==> config.mk <==
export PLATFORM = sky130hd
export DESIGN_NAME = punc_control
export DESIGN_NICKNAME = d
export VERILOG_FILES = /design/src/rtl/punc_control.sv
export SDC_FILE = /design/constraint.sdc
export NUM_CORES = 1
export LEC_CHECK = 0
export ABC_CLOCK_PERIOD_IN_PS = 2400
export CORE_MARGIN = 5
export CORE_UTILIZATION = 39
export CTS_BUF_LIST = sky130_fd_sc_hd__clkbuf_4
export DETAILED_ROUTE_END_ITERATION = 8
export GPL_ROUTABILITY_DRIVEN = 0
export PLACE_DENSITY = 0.88
export SYNTH_ARGS = -nofsm -noshare
export SYNTH_HDL_FRONTEND = slang
export SYNTH_SLANG_ARGS = --single-unit
export TNS_END_PERCENT = 10
==> constraint.sdc <==
create_clock -name clk -period 2.4 [get_ports clk]
set_input_delay 0.48 -clock clk [delete_from_list [all_inputs] [get_ports clk]]
set_output_delay 0.48 -clock clk [all_outputs]
set_load 0.01 [all_outputs]
==> src/rtl/punc_control.sv <==
// punc_control: multi-cycle FSM sequencer for the PUnC LC3 datapath.
// Fetches, decodes and executes one instruction at a time and drives every
// datapath select, write enable and PC control from (state, ir, n/z/p).
//
// State table:
//   state  | meaning
//   FETCH  | ir <= mem[PC], PC <= PC + 1
//   DECODE | settle cycle, all outputs 0
//   EXEC   | main execute cycle, selected by ir[15:12]
//   EXEC2  | second execute cycle for JSR/JSRR/LDI/STI
//   HALT   | sticky until rst, halted = 1
//
// Ports:
//   clk, rst                 clock, synchronous active-high reset
//   ir[15:0], n, z, p        instruction register and condition flags
//   write_mem, write_ir, write_rf, write_status, ldi_ld, pc_ld, inc_pc  enables
//   jsr_s                    RF write address forced to R7
//   rf_s, mem_s              RF write data / memory address selects
//   rf_raddr0_s, rf_raddr1_s RF read address selects
//   alu_s[1:0], op1_s[1:0], op2_s[2:0]  ALU operation and operand selects
//   halted                   high in HALT
module punc_control (
  input  logic        clk,
  input  logic        rst,
  input  logic [15:0] ir,
  input  logic        n,
  input  logic        z,
  input  logic        p,
  output logic        write_mem,
  output logic        write_ir,
  output logic        write_rf,
  output logic        write_status,
  output logic        ldi_ld,
  output logic        pc_ld,
  output logic        inc_pc,
  output logic        jsr_s,
  output logic        rf_s,
  output logic        mem_s,
  output logic        rf_raddr0_s,
  output logic        rf_raddr1_s,
  output logic [1:0]  alu_s,
  output logic [1:0]  op1_s,
  output logic [2:0]  op2_s,
  output logic        halted
);

  localparam logic [1:0] ALU_ADD = 2'd0, ALU_AND = 2'd1, ALU_NOT = 2'd2, ALU_THRU = 2'd3;
  localparam logic [1:0] OP1_PC = 2'd0, OP1_RF0 = 2'd1, OP1_RF1 = 2'd2;
  localparam logic [2:0] OP2_SR2 = 3'd0, OP2_IMM5 = 3'd1, OP2_OFF6 = 3'd2,
                         OP2_OFF9 = 3'd3, OP2_OFF11 = 3'd4;

  localparam logic [3:0] OPC_BR  = 4'b0000, OPC_ADD = 4'b0001, OPC_LD  = 4'b0010,
                         OPC_ST  = 4'b0011, OPC_JSR = 4'b0100, OPC_AND = 4'b0101,
                         OPC_LDR = 4'b0110, OPC_STR = 4'b0111, OPC_NOT = 4'b1001,
                         OPC_LDI = 4'b1010, OPC_STI = 4'b1011, OPC_JMP = 4'b1100,
                         OPC_LEA = 4'b1110, OPC_HLT = 4'b1111;

  typedef enum logic [2:0] {
    S_FETCH  = 3'd0,
    S_DECODE = 3'd1,
    S_EXEC   = 3'd2,
    S_EXEC2  = 3'd3,
    S_HALT   = 3'd4
  } state_t;

  state_t state_q, state_d;

  logic [3:0] opc;
  logic       br_taken;
  logic       unused_ir;

  assign opc       = ir[15:12];
  assign br_taken  = (ir[11] & n) | (ir[10] & z) | (ir[9] & p);
  // Remaining ir fields are consumed directly by the datapath.
  assign unused_ir = ^{ir[8:6], ir[4:0]};

  always_ff @(posedge clk) begin
    state_q <= state_d;
  end

  always_comb begin
    state_d = state_q;
    unique case (state_q)
      S_FETCH:  state_d = S_DECODE;
      S_DECODE: state_d = S_EXEC;
      S_EXEC: begin
        if (opc == OPC_JSR || opc == OPC_LDI || opc == OPC_STI) state_d = S_EXEC2;
        else if (opc == OPC_HLT)                                 state_d = S_HALT;
        else                                                     state_d = S_FETCH;
      end
      S_EXEC2:  state_d = S_FETCH;
      S_HALT:   state_d = S_HALT;
      default:  state_d = S_FETCH;
    endcase
    if (rst) state_d = S_FETCH;
  end

  always_comb begin
    write_mem = 1'b0; write_ir = 1'b0; write_rf = 1'b0; write_status = 1'b0;
    ldi_ld = 1'b0; pc_ld = 1'b0; inc_pc = 1'b0; jsr_s = 1'b0;
    rf_s = 1'b0; mem_s = 1'b0; rf_raddr0_s = 1'b0; rf_raddr1_s = 1'b0;
    alu_s = ALU_ADD; op1_s = OP1_PC; op2_s = OP2_SR2; halted = 1'b0;

    unique case (state_q)
      S_FETCH: begin
        op1_s = OP1_PC; alu_s = ALU_THRU; mem_s = 1'b1;
        write_ir = 1'b1; inc_pc = 1'b1;
      end
      S_EXEC: begin
        case (opc)
          OPC_ADD, OPC_AND: begin
            op1_s = OP1_RF0;
            op2_s = ir[5] ? OP2_IMM5 : OP2_SR2;
            alu_s = (opc == OPC_ADD) ? ALU_ADD : ALU_AND;
            rf_s = 1'b1; write_rf = 1'b1; write_status = 1'b1;
          end
          OPC_NOT: begin
            op1_s = OP1_RF0; alu_s = ALU_NOT;
            rf_s = 1'b1; write_rf = 1'b1; write_status = 1'b1;
          end
          OPC_BR: begin
            if (br_taken) begin
              op1_s = OP1_PC; op2_s = OP2_OFF9; alu_s = ALU_ADD; pc_ld = 1'b1;
            end
          end
          OPC_JMP: begin
            rf_raddr1_s = 1'b1; op1_s = OP1_RF1; alu_s = ALU_THRU; pc_ld = 1'b1;
          end
          OPC_JSR: begin
            // Link first: R7 <= already-incremented PC.
            op1_s = OP1_PC; alu_s = ALU_THRU; rf_s = 1'b1; jsr_s = 1'b1; write_rf = 1'b1;
          end
          OPC_LD: begin
            op1_s = OP1_PC; op2_s = OP2_OFF9; alu_s = ALU_ADD; mem_s = 1'b1;
            write_rf = 1'b1; write_status = 1'b1;
          end
          OPC_LDR: begin
            op1_s = OP1_RF0; op2_s = OP2_OFF6; alu_s = ALU_ADD; mem_s = 1'b1;
            write_rf = 1'b1; write_status = 1'b1;
          end
          OPC_LEA: begin
            op1_s = OP1_PC; op2_s = OP2_OFF9; alu_s = ALU_ADD; rf_s = 1'b1; write_rf = 1'b1;
          end
          OPC_ST: begin
            op1_s = OP1_PC; op2_s = OP2_OFF9; alu_s = ALU_ADD; mem_s = 1'b1;
            rf_raddr0_s = 1'b1; write_mem = 1'b1;
          end
          OPC_STR: begin
            rf_raddr1_s = 1'b1; op1_s = OP1_RF1; op2_s = OP2_OFF6; alu_s = ALU_ADD;
            mem_s = 1'b1; rf_raddr0_s = 1'b1; write_mem = 1'b1;
          end
          OPC_LDI, OPC_STI: begin
            op1_s = OP1_PC; op2_s = OP2_OFF9; alu_s = ALU_ADD; mem_s = 1'b1; ldi_ld = 1'b1;
          end
          default: ;
        endcase
      end
      S_EXEC2: begin
        case (opc)
          OPC_JSR: begin
            if (ir[11]) begin
              op1_s = OP1_PC; op2_s = OP2_OFF11; alu_s = ALU_ADD; pc_ld = 1'b1;
            end else begin
              // JSRR reads the base register after R7 was linked.
              rf_raddr1_s = 1'b1; op1_s = OP1_RF1; alu_s = ALU_THRU; pc_ld = 1'b1;
            end
          end
          OPC_LDI: begin
            mem_s = 1'b0; rf_s = 1'b0; write_rf = 1'b1; write_status = 1'b1;
          end
          OPC_STI: begin
            mem_s = 1'b0; rf_raddr0_s = 1'b1; write_mem = 1'b1;
          end
          default: ;
        endcase
      end
      S_HALT: halted = 1'b1;
      default: ;
    endcase

    // Reset cycle: nothing may be written or selected.
    if (rst) begin
      write_mem = 1'b0; write_ir = 1'b0; write_rf = 1'b0; write_status = 1'b0;
      ldi_ld = 1'b0; pc_ld = 1'b0; inc_pc = 1'b0; jsr_s = 1'b0;
      rf_s = 1'b0; mem_s = 1'b0; rf_raddr0_s = 1'b0; rf_raddr1_s = 1'b0;
      alu_s = ALU_ADD; op1_s = OP1_PC; op2_s = OP2_SR2; halted = 1'b0;
    end
  end

endmodule

==> impl_metrics.toml <==
[status]
status = "finished clean"

[timing]
relSlewSlack = 0.795
rsz0062_at_grt = "yes"
setup_viol = 0
hold_viol_final = 0
period_needed_ns = 2.37
max_freq_ghz = 0.422
drv_slew = 0
tightest_slew_ns = 0.307
skew_ns = 0.00500
fin_crit_sh = 0.986

[pwr]
sw_frac_of_total = 0.357
power_mw = 0.329
p_clk_frac = 0.316
switchingPower_mw = 0.118
intPower_mw = 0.212
seq_power_share = 0.186
pwr-share-comb = 0.498
powerDensity_mw_per_mm2 = 292
ir_drop_v = 0.000294
p_leak_nw = 0.536

[yosys]
synth_top_area_frac = 0.100
synth_ff_type = "dfxtp_1"
synth_compound_area_frac = 0.370
synth_simple_gate_area_frac = 0.425
syn_nets = 110
yosys.area.top_type = "dfxtp_1"
avgSynthCellArea_um2 = 6.72
synth_xor_area_frac = 0.0146
yosys_warnings = 0
synth_adder_area_share = 0
netlist_area_um2 = 598
synth_edf_count = 0
syn_inst = 89
synth.area.top_cells = "dfxtp_1 10%, nor2b_1 7.3%, nor2_1 6.3%"
synth_seq_cells = 3
ys_types = 37
synthMuxAreaShare = 0
yosysSeqAreaShare = 0.100
synth_common_cells = "10 x nor2_1, 7 x a21oi_1, 7 x nand2_1, 7 x nor2b_1, 6 x clkbuf_1"
synth_top_family_by_area = "simple AND/OR/NAND/NOR gates"
synth_most_common_cell = "nor2_1"
synthArstFlopShare = 0

[clock_network]
clock_sinks = 3
path_clk_slew_ns = 0.04
cts_max_level = 1
cts_tree = "built"
clk_latency_ns = 0.24
numCtsBuffers = 3
cts-root-buf = "clkbuf_4"
cts_buffer_depth = 2

[route]
first_pass_iters = 4
drt_iter0_drc = 32
vias = 913
drc_errors = 0
drtAntennaViolNets = 0
avgViaCountPerCell = 5.78
wl_mm = 2.53
wl_per_cell_um = 16.0

[global_route]
grt.overflow.total = 0
grt_pass1_vias = 971
grt_start_max_net_pins = 11
grtUsageTotal = 0.221
antenna_found_initial = 0
grt_pass1_wl_mm = 4.32

[setup_path]
critical_path.slowest_cell = "o41a_4"
reg2reg_to = "state_q[1]$_SDFF_PP0_"
crit_family = "compound AO/OA/AOI/OAI gates"
crit_chain = "buf_2 > and2b_2 > a21oi_1 > o41a_4 > a2111oi_4 > buf_2"
setup.worst_path.class = "primary input to output port"
cp-start-kind = "primary input"
required_ns = 1.92
reg2reg_slack_ns = 1.14
cpPeakStageDelay_ns = 0.50
path_buf_inv = 2
r2r_start = "state_q[0]$_SDFF_PP0_"
cpMostUsedCell = "buf_2"
worstPathArrival_ns = 1.89
crit_path_end_kind = "output port"
reg2regPathDepth = 4
path_max_fanout = 6

[floorplanning]
chipHeight_um = 49.2
dieArea_mm2 = 0.00242
core_area_mm2 = 0.00149
ioPinCount = 41
num_rows = 14
die_w_um = 49.2
initial_utilization = 0.402

[layout]
fin_nets = 164
synthToLayoutAreaGrowth_pct = 88.9
stdcell_area_mm2 = 0.00113
largest_reg_flops = 3
top_register = "state_q"
finalNonFillerCells = 158
drive_above_1_share = 0.394
n_antenna_cell = 0
reg_top3 = "state_q (3)"

[placed_design]
port_buffers = 32
place_area_mm2 = 0.00108
dp.final_hpwl_mm = 1.92
dp_cells = 152

[worst_hold_path]
whs_path_depth = 1
hold_start = "state_q[1]$_SDFF_PP0_"
hp-class = "flop to flop"
min_to = "state_q[0]$_SDFF_PP0_"

[job]
cap_violations = 0
-- layout make-up --
class	instances	area, µm²
inverters	3	11.3
multi-input cells	74	552
flip-flops and latches	3	61.3
fillers	115	359
well taps	16	20.0
clock buffers	4	30.0
repair buffers	58	455
-- worst register-to-register path, delay by kind of cell (launching register included) --
family / cells / cell delay, ns
flops: 1 / 0.46
buf+inv: 1 / 0.19
simple gates: 2 / 0.45
compound gates: 1 / 0.07
-- worst max path at each step --
stage | from | endpoint | slack, ns | cells past startpoint
finish | ir[14] | alu_s[1] | 0.03 | 6
global route | ir[14] | alu_s[1] | -0.04 | 6
CTS | ir[12] | alu_s[1] | -0.06 | 6
detailed placement | ir[12] | alu_s[1] | -0.81 | 6
global placement | ir[14] | alu_s[1] | -0.67 | 6
floorplan | ir[13] | alu_s[0] | 0.24 | 3
-- metrics by stage --
| step | setup WS, ns | hold WS, ns | setup TNS [ns] | utilization |
|---|---|---|---|---|
| floorplan | 0.241 | 0.557 | 0 | - |
| global placement | -0.672 | 0.587 | -7.38 | 0.723 |
| detailed placement | -0.810 | 0.592 | -8.71 | 0.723 |
| CTS | -0.0585 | 0.534 | -0.0585 | 0.755 |
| global route | -0.0437 | 0.586 | -0.0697 | 0.759 |
| finish | 0.0330 | 0.540 | 0 | 0.759 |
-- cells in the final DEF (no fill, tap or decap), types with 3 or more instances in the layout --
cell              n
clkdlybuf4s50_1   7
nand3b_1          4
clkbuf_2          3
inv_1             3
nor2_1            8
nor2b_1           3
nand2b_1          3
nand2_1           6
a21oi_1           7
buf_2             6
clkbuf_4          4
buf_4            25
nor2b_2           3
a31oi_1           3
dlygate4sd2_1    15
-- power groups by stage --
stage	clock network [mW]	registers, mW	logic (mW)
2_1_floorplan	0	0.0558	0.0759
6_report	0.104	0.0613	0.164
5_1_grt	0.112	0.0616	0.177
3_3_place_gp	0	0.0605	0.152
3_5_place_dp	0	0.0605	0.157
4_1_cts	0.104	0.0604	0.157
-- repair_timing --
action / CTS / global route
buffers inserted: 2 / 0
cloned: 0 / 0
endpoints found under the setup margin: 19 / 7
pin swaps: 3 / 4
hold endpoints to repair: 0 / 0
hold buffers: 0 / 0
resized for setup: 56 / 17
-- layer usage --
layer  global-route usage  up-vias  wire length (µm)
met1                0.228      428               961
met4                0.112        0                77
met2                0.403       39              1350
met5                    0        -                 0
met3               0.0520        9               138
li1                     -      437                 -
-- logic make-up after synthesis --
family,after synthesis
and+or+nand+nor,45
AOI/OAI and AO/OA,28
buffers and inverters,12
DFF,3
xor gates and xnor gates,1
(Power assumes the default switching activity.)
